--- config.mk ---
export PLATFORM = sky130hd
export DESIGN_NAME = demux_desc_lanes_tarea34_flat
export DESIGN_NICKNAME = d
export VERILOG_FILES = /design/src/rtl/demux_desc_lanes_tarea34_if.sv /design/src/rtl/demux_desc_lanes_tarea34.sv /design/src/flat_wrapper.sv
export SDC_FILE = /design/constraint.sdc
export NUM_CORES = 1
export LEC_CHECK = 0
export ABC_AREA = 1
export BUFFER_PORTS_ARGS = -buffer_cell sky130_fd_sc_hd__buf_2
export CAP_MARGIN = 15
export CORE_MARGIN = 8
export CORE_UTILIZATION = 30
export DETAILED_ROUTE_END_ITERATION = 6
export PLACE_DENSITY = 0.44
export SYNTH_ARGS = -nofsm -noshare
export SYNTH_HDL_FRONTEND = slang
export SYNTH_SLANG_ARGS = --single-unit
--- constraint.sdc ---
create_clock -name clk -period 1.7 [get_ports clk]
set_input_delay 0.085 -clock clk [delete_from_list [all_inputs] [get_ports clk]]
set_output_delay 0.085 -clock clk [all_outputs]
set_load 0.05 [all_outputs]
--- src/rtl/demux_desc_lanes_tarea34_if.sv ---
// Bundle of signals between the upstream select-mux/flop stage, the lane
// consumers and the two-lane demux FIFO.
//   master : drives valid_in/selector_in/data_in and pop0/pop1, observes
//            read data, valid and status flags.
//   slave  : the demux FIFO itself.
interface demux_desc_lanes_tarea34_if #(
  parameter int DATA_W = 2
);
  logic              valid_in;
  logic              selector_in;
  logic [DATA_W-1:0] data_in;
  logic              pop0;
  logic              pop1;
  logic [DATA_W-1:0] data_out0;
  logic [DATA_W-1:0] data_out1;
  logic              valid_out0;
  logic              valid_out1;
  logic              full0;
  logic              full1;
  logic              empty0;
  logic              empty1;
  logic              overflow;
  logic              underflow;

  modport master (
    output valid_in, selector_in, data_in, pop0, pop1,
    input  data_out0, data_out1, valid_out0, valid_out1,
    input  full0, full1, empty0, empty1, overflow, underflow
  );

  modport slave (
    input  valid_in, selector_in, data_in, pop0, pop1,
    output data_out0, data_out1, valid_out0, valid_out1,
    output full0, full1, empty0, empty1, overflow, underflow
  );
endinterface

--- src/rtl/demux_desc_lanes_tarea34.sv ---
// Two-lane demux FIFO: steers each valid upstream word into the lane FIFO
// named by selector_in, and lets each lane be drained by its own pop.
// Ports:
//   clk     : rising-edge clock
//   reset_L : asynchronous active-low reset
//   bus     : slave side of demux_desc_lanes_tarea34_if (push stream,
//             per-lane pop/read data/valid, full/empty, sticky errors)
module demux_desc_lanes_tarea34 #(
  parameter int DATA_W = 2,
  parameter int DEPTH  = 4,
  parameter int PTR_W  = 2
) (
  input  logic                          clk,
  input  logic                          reset_L,
  demux_desc_lanes_tarea34_if.slave     bus
);

  localparam logic [PTR_W:0]   CNT_FULL = (PTR_W+1)'(DEPTH);
  localparam logic [PTR_W:0]   CNT_ONE  = (PTR_W+1)'(1);
  localparam logic [PTR_W-1:0] PTR_ONE  = PTR_W'(1);

  logic [DATA_W-1:0] mem_q [2][DEPTH];

  logic [PTR_W-1:0]  wr_ptr_q [2];
  logic [PTR_W-1:0]  wr_ptr_d [2];
  logic [PTR_W-1:0]  rd_ptr_q [2];
  logic [PTR_W-1:0]  rd_ptr_d [2];
  logic [PTR_W:0]    cnt_q    [2];
  logic [PTR_W:0]    cnt_d    [2];
  logic [DATA_W-1:0] dout_q   [2];
  logic [DATA_W-1:0] dout_d   [2];
  logic [1:0]        vout_q, vout_d;
  logic              ovf_q, ovf_d;
  logic              udf_q, udf_d;

  logic [1:0]        push_req, pop_req, push_acc, pop_acc;

  always_comb begin
    push_req[0] = bus.valid_in & ~bus.selector_in;
    push_req[1] = bus.valid_in &  bus.selector_in;
    pop_req     = {bus.pop1, bus.pop0};
    ovf_d       = ovf_q;
    udf_d       = udf_q;
    for (int l = 0; l < 2; l++) begin
      pop_acc[l]  = pop_req[l] && (cnt_q[l] != '0);
      // A pop in the same cycle frees the slot, so a full lane still accepts.
      push_acc[l] = push_req[l] && ((cnt_q[l] != CNT_FULL) || pop_acc[l]);

      wr_ptr_d[l] = push_acc[l] ? wr_ptr_q[l] + PTR_ONE : wr_ptr_q[l];
      rd_ptr_d[l] = pop_acc[l]  ? rd_ptr_q[l] + PTR_ONE : rd_ptr_q[l];

      cnt_d[l] = cnt_q[l];
      if (push_acc[l] && !pop_acc[l]) begin
        cnt_d[l] = cnt_q[l] + CNT_ONE;
      end else if (pop_acc[l] && !push_acc[l]) begin
        cnt_d[l] = cnt_q[l] - CNT_ONE;
      end

      vout_d[l] = pop_acc[l];
      dout_d[l] = pop_acc[l] ? mem_q[l][rd_ptr_q[l]] : dout_q[l];

      if (push_req[l] && !push_acc[l]) begin
        ovf_d = 1'b1;
      end
      if (pop_req[l] && !pop_acc[l]) begin
        udf_d = 1'b1;
      end
    end
  end

  // Storage is intentionally left out of reset; pointers/counts define validity.
  always_ff @(posedge clk) begin
    for (int l = 0; l < 2; l++) begin
      if (push_acc[l]) begin
        mem_q[l][wr_ptr_q[l]] <= bus.data_in;
      end
    end
  end

  always_ff @(posedge clk or negedge reset_L) begin
    if (!reset_L) begin
      for (int l = 0; l < 2; l++) begin
        wr_ptr_q[l] <= '0;
        rd_ptr_q[l] <= '0;
        cnt_q[l]    <= '0;
        dout_q[l]   <= '0;
      end
      vout_q <= '0;
      ovf_q  <= 1'b0;
      udf_q  <= 1'b0;
    end else begin
      for (int l = 0; l < 2; l++) begin
        wr_ptr_q[l] <= wr_ptr_d[l];
        rd_ptr_q[l] <= rd_ptr_d[l];
        cnt_q[l]    <= cnt_d[l];
        dout_q[l]   <= dout_d[l];
      end
      vout_q <= vout_d;
      ovf_q  <= ovf_d;
      udf_q  <= udf_d;
    end
  end

  assign bus.data_out0  = dout_q[0];
  assign bus.data_out1  = dout_q[1];
  assign bus.valid_out0 = vout_q[0];
  assign bus.valid_out1 = vout_q[1];
  assign bus.full0      = (cnt_q[0] == CNT_FULL);
  assign bus.full1      = (cnt_q[1] == CNT_FULL);
  assign bus.empty0     = (cnt_q[0] == '0);
  assign bus.empty1     = (cnt_q[1] == '0);
  assign bus.overflow   = ovf_q;
  assign bus.underflow  = udf_q;

endmodule
--- src/flat_wrapper.sv ---
// flat-port wrapper written by rule: the top's interface ports become plain ports
module demux_desc_lanes_tarea34_flat 
#(
  parameter int DATA_W = 2,
  parameter int DEPTH  = 4,
  parameter int PTR_W  = 2
)
  (clk, reset_L, bus_valid_in, bus_selector_in, bus_data_in, bus_pop0, bus_pop1, bus_data_out0, bus_data_out1, bus_valid_out0, bus_valid_out1, bus_full0, bus_full1, bus_empty0, bus_empty1, bus_overflow, bus_underflow);
  demux_desc_lanes_tarea34_if #(.DATA_W(DATA_W)) bus_i ();
  input  logic clk;
  input  logic reset_L;
  input wire logic [$bits(bus_i.valid_in)-1:0] bus_valid_in;
  input wire logic [$bits(bus_i.selector_in)-1:0] bus_selector_in;
  input wire logic [$bits(bus_i.data_in)-1:0] bus_data_in;
  input wire logic [$bits(bus_i.pop0)-1:0] bus_pop0;
  input wire logic [$bits(bus_i.pop1)-1:0] bus_pop1;
  output wire logic [$bits(bus_i.data_out0)-1:0] bus_data_out0;
  output wire logic [$bits(bus_i.data_out1)-1:0] bus_data_out1;
  output wire logic [$bits(bus_i.valid_out0)-1:0] bus_valid_out0;
  output wire logic [$bits(bus_i.valid_out1)-1:0] bus_valid_out1;
  output wire logic [$bits(bus_i.full0)-1:0] bus_full0;
  output wire logic [$bits(bus_i.full1)-1:0] bus_full1;
  output wire logic [$bits(bus_i.empty0)-1:0] bus_empty0;
  output wire logic [$bits(bus_i.empty1)-1:0] bus_empty1;
  output wire logic [$bits(bus_i.overflow)-1:0] bus_overflow;
  output wire logic [$bits(bus_i.underflow)-1:0] bus_underflow;
  assign bus_i.valid_in = bus_valid_in;
  assign bus_i.selector_in = bus_selector_in;
  assign bus_i.data_in = bus_data_in;
  assign bus_i.pop0 = bus_pop0;
  assign bus_i.pop1 = bus_pop1;
  assign bus_data_out0 = bus_i.data_out0;
  assign bus_data_out1 = bus_i.data_out1;
  assign bus_valid_out0 = bus_i.valid_out0;
  assign bus_valid_out1 = bus_i.valid_out1;
  assign bus_full0 = bus_i.full0;
  assign bus_full1 = bus_i.full1;
  assign bus_empty0 = bus_i.empty0;
  assign bus_empty1 = bus_i.empty1;
  assign bus_overflow = bus_i.overflow;
  assign bus_underflow = bus_i.underflow;
  demux_desc_lanes_tarea34 #(.DATA_W(DATA_W), .DEPTH(DEPTH), .PTR_W(PTR_W)) u_core (.clk(clk), .reset_L(reset_L), .bus(bus_i));
endmodule
Yosys cells after proc, flatten, opt, wreduce, memory -nomap -nowiden

Memories as Yosys holds them, arrays and structs flattened.
Cells that the tools add are included.

Flip-flop bits (word level): 22
Memory bits (writable): 16
Output and inout bits: 12
Word-level logic and storage cells: 91
Memories kept: 1

Memories:

| name         | depth | bits a word | read ports | clocked after Yosys merged registers in | wr ports | RTL line                       | source |
|---|---|---|---|---|---|---|---|
| u_core.mem_q | 2     | 8           | 2          | 0                                       | 1        | demux_desc_lanes_tarea34.sv:22 | `logic [DATA_W-1:0] mem_q [2][DEPTH];` |

Add/sub/neg operators: 8
$lt $le $gt $ge: 6
Eq/ne operators: 4
Mux-type cells: 25
Bitwise logic cells: 7
Reduce and logical (&&, ||, !) cells: 29

Operators with widths:

| kind                | count |
|---|---|
| $mux 8              | 4 |
| $logic_and 1x1->1   | 14 |
| $ge 3x3->1 const B  | 4 |
| $mux 2              | 6 |
| $mux 3              | 4 |
| $not 2->3           | 4 |
| $add 2x1->2 const B | 4 |
| $bmux 2 s2          | 2 |
| $demux 2 s2         | 2 |
| $reduce_bool 2->1   | 4 |
| $reduce_or 8->1     | 1 |
| $mux 1              | 7 |
| $add 3x1->3 const B | 2 |
| $eq 3x3->1 const B  | 2 |
| $logic_not 3->1     | 2 |
| $lt 3x1->1 const B  | 2 |
| $ne 3x3->1 const B  | 2 |
| $reduce_bool 3->1   | 2 |
| $sub 3x1->3 const B | 2 |
| $logic_not 1->1     | 4 |
| $and 1x1->1         | 2 |
| $logic_or 1x1->1    | 2 |
| $not 1->1           | 1 |

Logic depth before layout (Yosys ltp)

Depth after elaboration: 8
Gate-level depth with buffers: 11

Worst setup path after synthesis

OpenSTA, ideal clock, no wires.

Path kind: flip-flop to flip-flop
Start point: reg u_core.cnt_q[0] (netlist name)
End point: reg u_core.ovf_q, in the netlist u_core.bus.overflow
Library setup time: 0.074 ns
Arrival: 1.824 ns
Slack: -0.197 ns
Stages on the path, launching flop included: 4
Buffers on the path: 0
Period minus slack after synthesis: 1.897 ns
Cell sequence: dfrtp_1 -> nor3_1 -> nand3_1 -> nand3_1

Cells in the longest elaborated chain, start to end: 7

RTL lines:

| element                                     | RTL line                       | source |
|---|---|---|
| start, declared                             | demux_desc_lanes_tarea34.sv:28 | `logic [PTR_W:0] cnt_q [2];` |
| start signal, assigned by index             | demux_desc_lanes_tarea34.sv:95 | `cnt_q[l] <= cnt_d[l];` |
| $reduce_bool 3->1                           | demux_desc_lanes_tarea34.sv:45 | `pop_acc[l] = pop_req[l] && (cnt_q[l] != '0);` |
| $logic_and 1x1->1                           | demux_desc_lanes_tarea34.sv:45 |  |
| $logic_or 1x1->1 *                          | demux_desc_lanes_tarea34.sv:47 | `push_acc[l] = push_req[l] && ((cnt_q[l] != CNT_FULL) \|\| pop_acc[l]);` |
| $logic_and 1x1->1 *                         | demux_desc_lanes_tarea34.sv:47 |  |
| $logic_not 1->1 *                           | demux_desc_lanes_tarea34.sv:62 | `if (push_req[l] && !push_acc[l]) begin` |
| $logic_and 1x1->1 *                         | demux_desc_lanes_tarea34.sv:62 |  |
| $mux 1 or $reduce_bool 2->1 (tied branches) | --                             |  |
| end signal, assigned                        | demux_desc_lanes_tarea34.sv:99 | `ovf_q <= ovf_d;` |
| end, declared                               | demux_desc_lanes_tarea34.sv:33 | `logic ovf_q, ovf_d;` |

Mark *: on every way between the ends. The rest lies on a longest branch, timed or not.
A chain may end at the register's enable or synchronous reset.

Final worst setup path

Start point: reg u_core.cnt_q[0] (netlist name)
End point: reg u_core.cnt_q[2] (netlist name)

Cells in the longest elaborated chain, start to end: 7

RTL lines:

| element |
|---|
| parallel branches: the longest is 7 deep, another holds $sub 3x1->3 |

Parallel ways; which one is timed is not known. The select of a mux whose other input is x is not followed.

==> results.json <==
{
  "status": "finished, final reports clean",
  "synthDominantCellAreaShare": 0.291,
  "cp-start-kind": "flop",
  "overflow": 0,
  "synth_compound_area_frac": 0.00528,
  "syn2layout_area_growth_pct": 26.7,
  "r2r_setup_slack_ps": 30,
  "power.density_nw_per_um2": 1650,
  "synth.cell_area_um2": 1890,
  "finalPower_mw": 3.97,
  "hold_ws_ps": 87.8,
  "fillCellCount": 674,
  "synth_edf_count": 16,
  "drtPass1Iterations": 4,
  "cts-buffers-inserted": 5,
  "place_inst": 313,
  "rows": 29,
  "hold_class": "in2reg",
  "path_max_fanout": 2,
  "crit_chain": "nor2_2 > nand2_2 > nand2_4 > ha_4 > inv_4 > fa_2 > nand2_2 > nand3_2 > xor2_1",
  "synth_xor_xnor_area_share": 0.0410,
  "grt_max_degree": 23,
  "synthAdderAreaFrac": 0.0872,
  "cp_data_required_time_ps": 1880,
  "yosys-top-cells-count": "56 x nand2_1, 48 x inv_1, 22 x dfrtp_1, 17 x nand3_1, 16 x edfxtp_1",
  "p_leak_nw": 1.22,
  "wl_um": 3520,
  "hpwl_um": 2590,
  "vias_per_cell": 4.14,
  "finClkSkew_ps": 2.87,
  "clk_path_buf_depth": 2,
  "syn_avg_cell_area_um2": 9.24,
  "setup_viol": 0,
  "num_vias": 1367,
  "numPortBuffers": 19,
  "syn_nets": 225,
  "clock_latency_ps": 290,
  "ys.flop_type": "dfrtp_1",
  "drc": 0,
  "diodes": 0,
  "cp.arrival_ps": 1850,
  "die_x_um": 95.5,
  "maxSlewViolCount": 0,
  "crit_top_cell": "nand2_2",
  "ir_worst_vdd_v": 0.000847,
  "first_iter_violations": 65,
  "finish.utilization": 0.385,
  "grt_first_pass_wirelength_um": 6120,
  "end_kind": "flop",
  "slew_headroom": 0.648,
  "cts.clk_slew.worst_paths_ps": 80,
  "synth-seq-area-share": 0.544,
  "dieArea_um2": 9110,
  "wl_per_cell_um": 10.7,
  "synth.most_common_cell": "nand2_1",
  "yosysWarnings": 0,
  "initial_core_util": 0.304,
  "globalplace.congestion": 0.713,
  "antenna_found_initial": 0,
  "clockRootBuffer": "clkbuf_8",
  "hold_viol_final": 0,
  "htree_levels": 2,
  "critPathMaxStageDelay_ps": 390,
  "yosys.area.top_type": "dfrtp_1",
  "ant_nets": 0,
  "synth_top_family_by_area": "simple AND/OR/NAND/NOR gates",
  "grt_pass1_vias": 1411,
  "worst-setup-path-type": "reg2reg",
  "drive_above_1_share": 0.292,
  "num-nets-final": 272,
  "ys_top_cells_by_area": "dfrtp_1 29%, edfxtp_1 25%, nand2_1 11%",
  "synth-simple-area-share": 0.221,
  "die_h_um": 95.5,
  "tightest_slew_ps": 528,
  "fmax_mhz": 598,
  "rsz0062_at_grt": "yes",
  "instances_no_fill": 330,
  "ys_types": 20,
  "grt_use_total": 0.0872,
  "cts_tree": "done",
  "numClockSinks": 38,
  "synth_mux_area_frac": 0,
  "timing.final.crit_share": 0.983,
  "slowest_stage": "dfrtp_1",
  "async_reset_ff_frac": 0.579,
  "ys_seq_elements": 38,
  "fin_crit_ps": 1670,
  "ios": 20,
  "syn_inst": 205,
  "drv_cap": 0,
  "core_area_um2": 6240
}
[per-stage QoR]
stage               setup WS (ps)  area [µm²]  TNS [ps]
finish                       28.6        2400         0
global route                -50.1        2400      -145
CTS                          14.5        2310         0
detailed placement          -33.2        2200     -33.2
global placement             19.6        2200         0
floorplan                   -3.59        1920     -3.59
[logic make-up after synthesis]
logic type,after synthesis
AOI/OAI and AO/OA,2
and+or+nand+nor,94
xor gates and xnor gates,8
adders and majority gates,12
DFF,38
buffers and inverters,51
[final cells by class]
class	instances	area (µm²)	area share
clock buffer	8	90.1	0.0375
inverter	51	194	0.0808
multi-input combinational	116	732	0.305
sequential	38	1030	0.430
tap	77	96.3	0.0401
timing repair buffer	40	255	0.106
[registers in the layout (all words and copies together) (netlist names)]
register              flops
u_core.mem_q             16
u_core.bus.underflow      1
u_core.wr_ptr_q           4
u_core.rd_ptr_q           4
u_core.bus.data_out1      2
u_core.vout_q             2
u_core.bus.overflow       1
u_core.cnt_q              6
u_core.bus.data_out0      2
[report_power, final]
part	internal, mW	switching, mW	total [mW]
Clock	0.331	0.321	0.652
Combinational	0.732	1.13	1.86
Sequential	1.23	0.223	1.45
Total	2.29	1.68	3.97
[critical path: cells and delay by family (launching register included)]
family | cells | cell delay [ps]
xor gates and xnor gates | 1 | 160
adders and majority gates | 2 | 500
buffers and inverters | 1 | 40
DFF | 1 | 390
and+or+nand+nor | 5 | 480
[final timing paths]
path	startpoint	endpoint	cells after the start
worst max-delay path	u_core.cnt_q[0]	u_core.cnt_q[2]	9
worst min-delay path	bus_pop1	u_core.bus.underflow	3
worst max register to register	u_core.cnt_q[0]	u_core.cnt_q[2]	9
worst min register to register	u_core.bus.data_out0[0]	u_core.bus.data_out0[0]	2
max in group asynchronous	reset_L	u_core.cnt_q[3]	2
min in group asynchronous	reset_L	u_core.cnt_q[4]	2
[per-layer routing]
metal / global-route usage / routed length [µm] / vias to the layer above
li1: - / - / 704
met2: 0.144 / 1670 / 20
met5: 0 / 0 / -
met4: 0.0461 / 74 / 0
met1: 0.102 / 1700 / 638
met3: 0.0220 / 75 / 5
[cell usage in the layout (no fill, tap or decap), types with 7 or more instances in the layout]
master / netlist / final
nand3_1: 17 / 14
dfrtp_1: 22 / 21
nor2_1: 10 / 9
inv_2: 3 / 7
buf_2: 0 / 19
edfxtp_1: 16 / 16
nand2_1: 56 / 53
ha_1: 10 / 8
inv_1: 48 / 43
buf_4: 0 / 20
[what timing repair did]
item                       in CTS  in global routing
gates resized for setup         2                  9
hold buffers                    1                  0
setup endpoints to repair       1                  4
hold endpoints to repair       22                  0
setup buffers                   1                  7
pin swaps                       1                 16
Note: power is estimated with default switching activity, not from simulation.
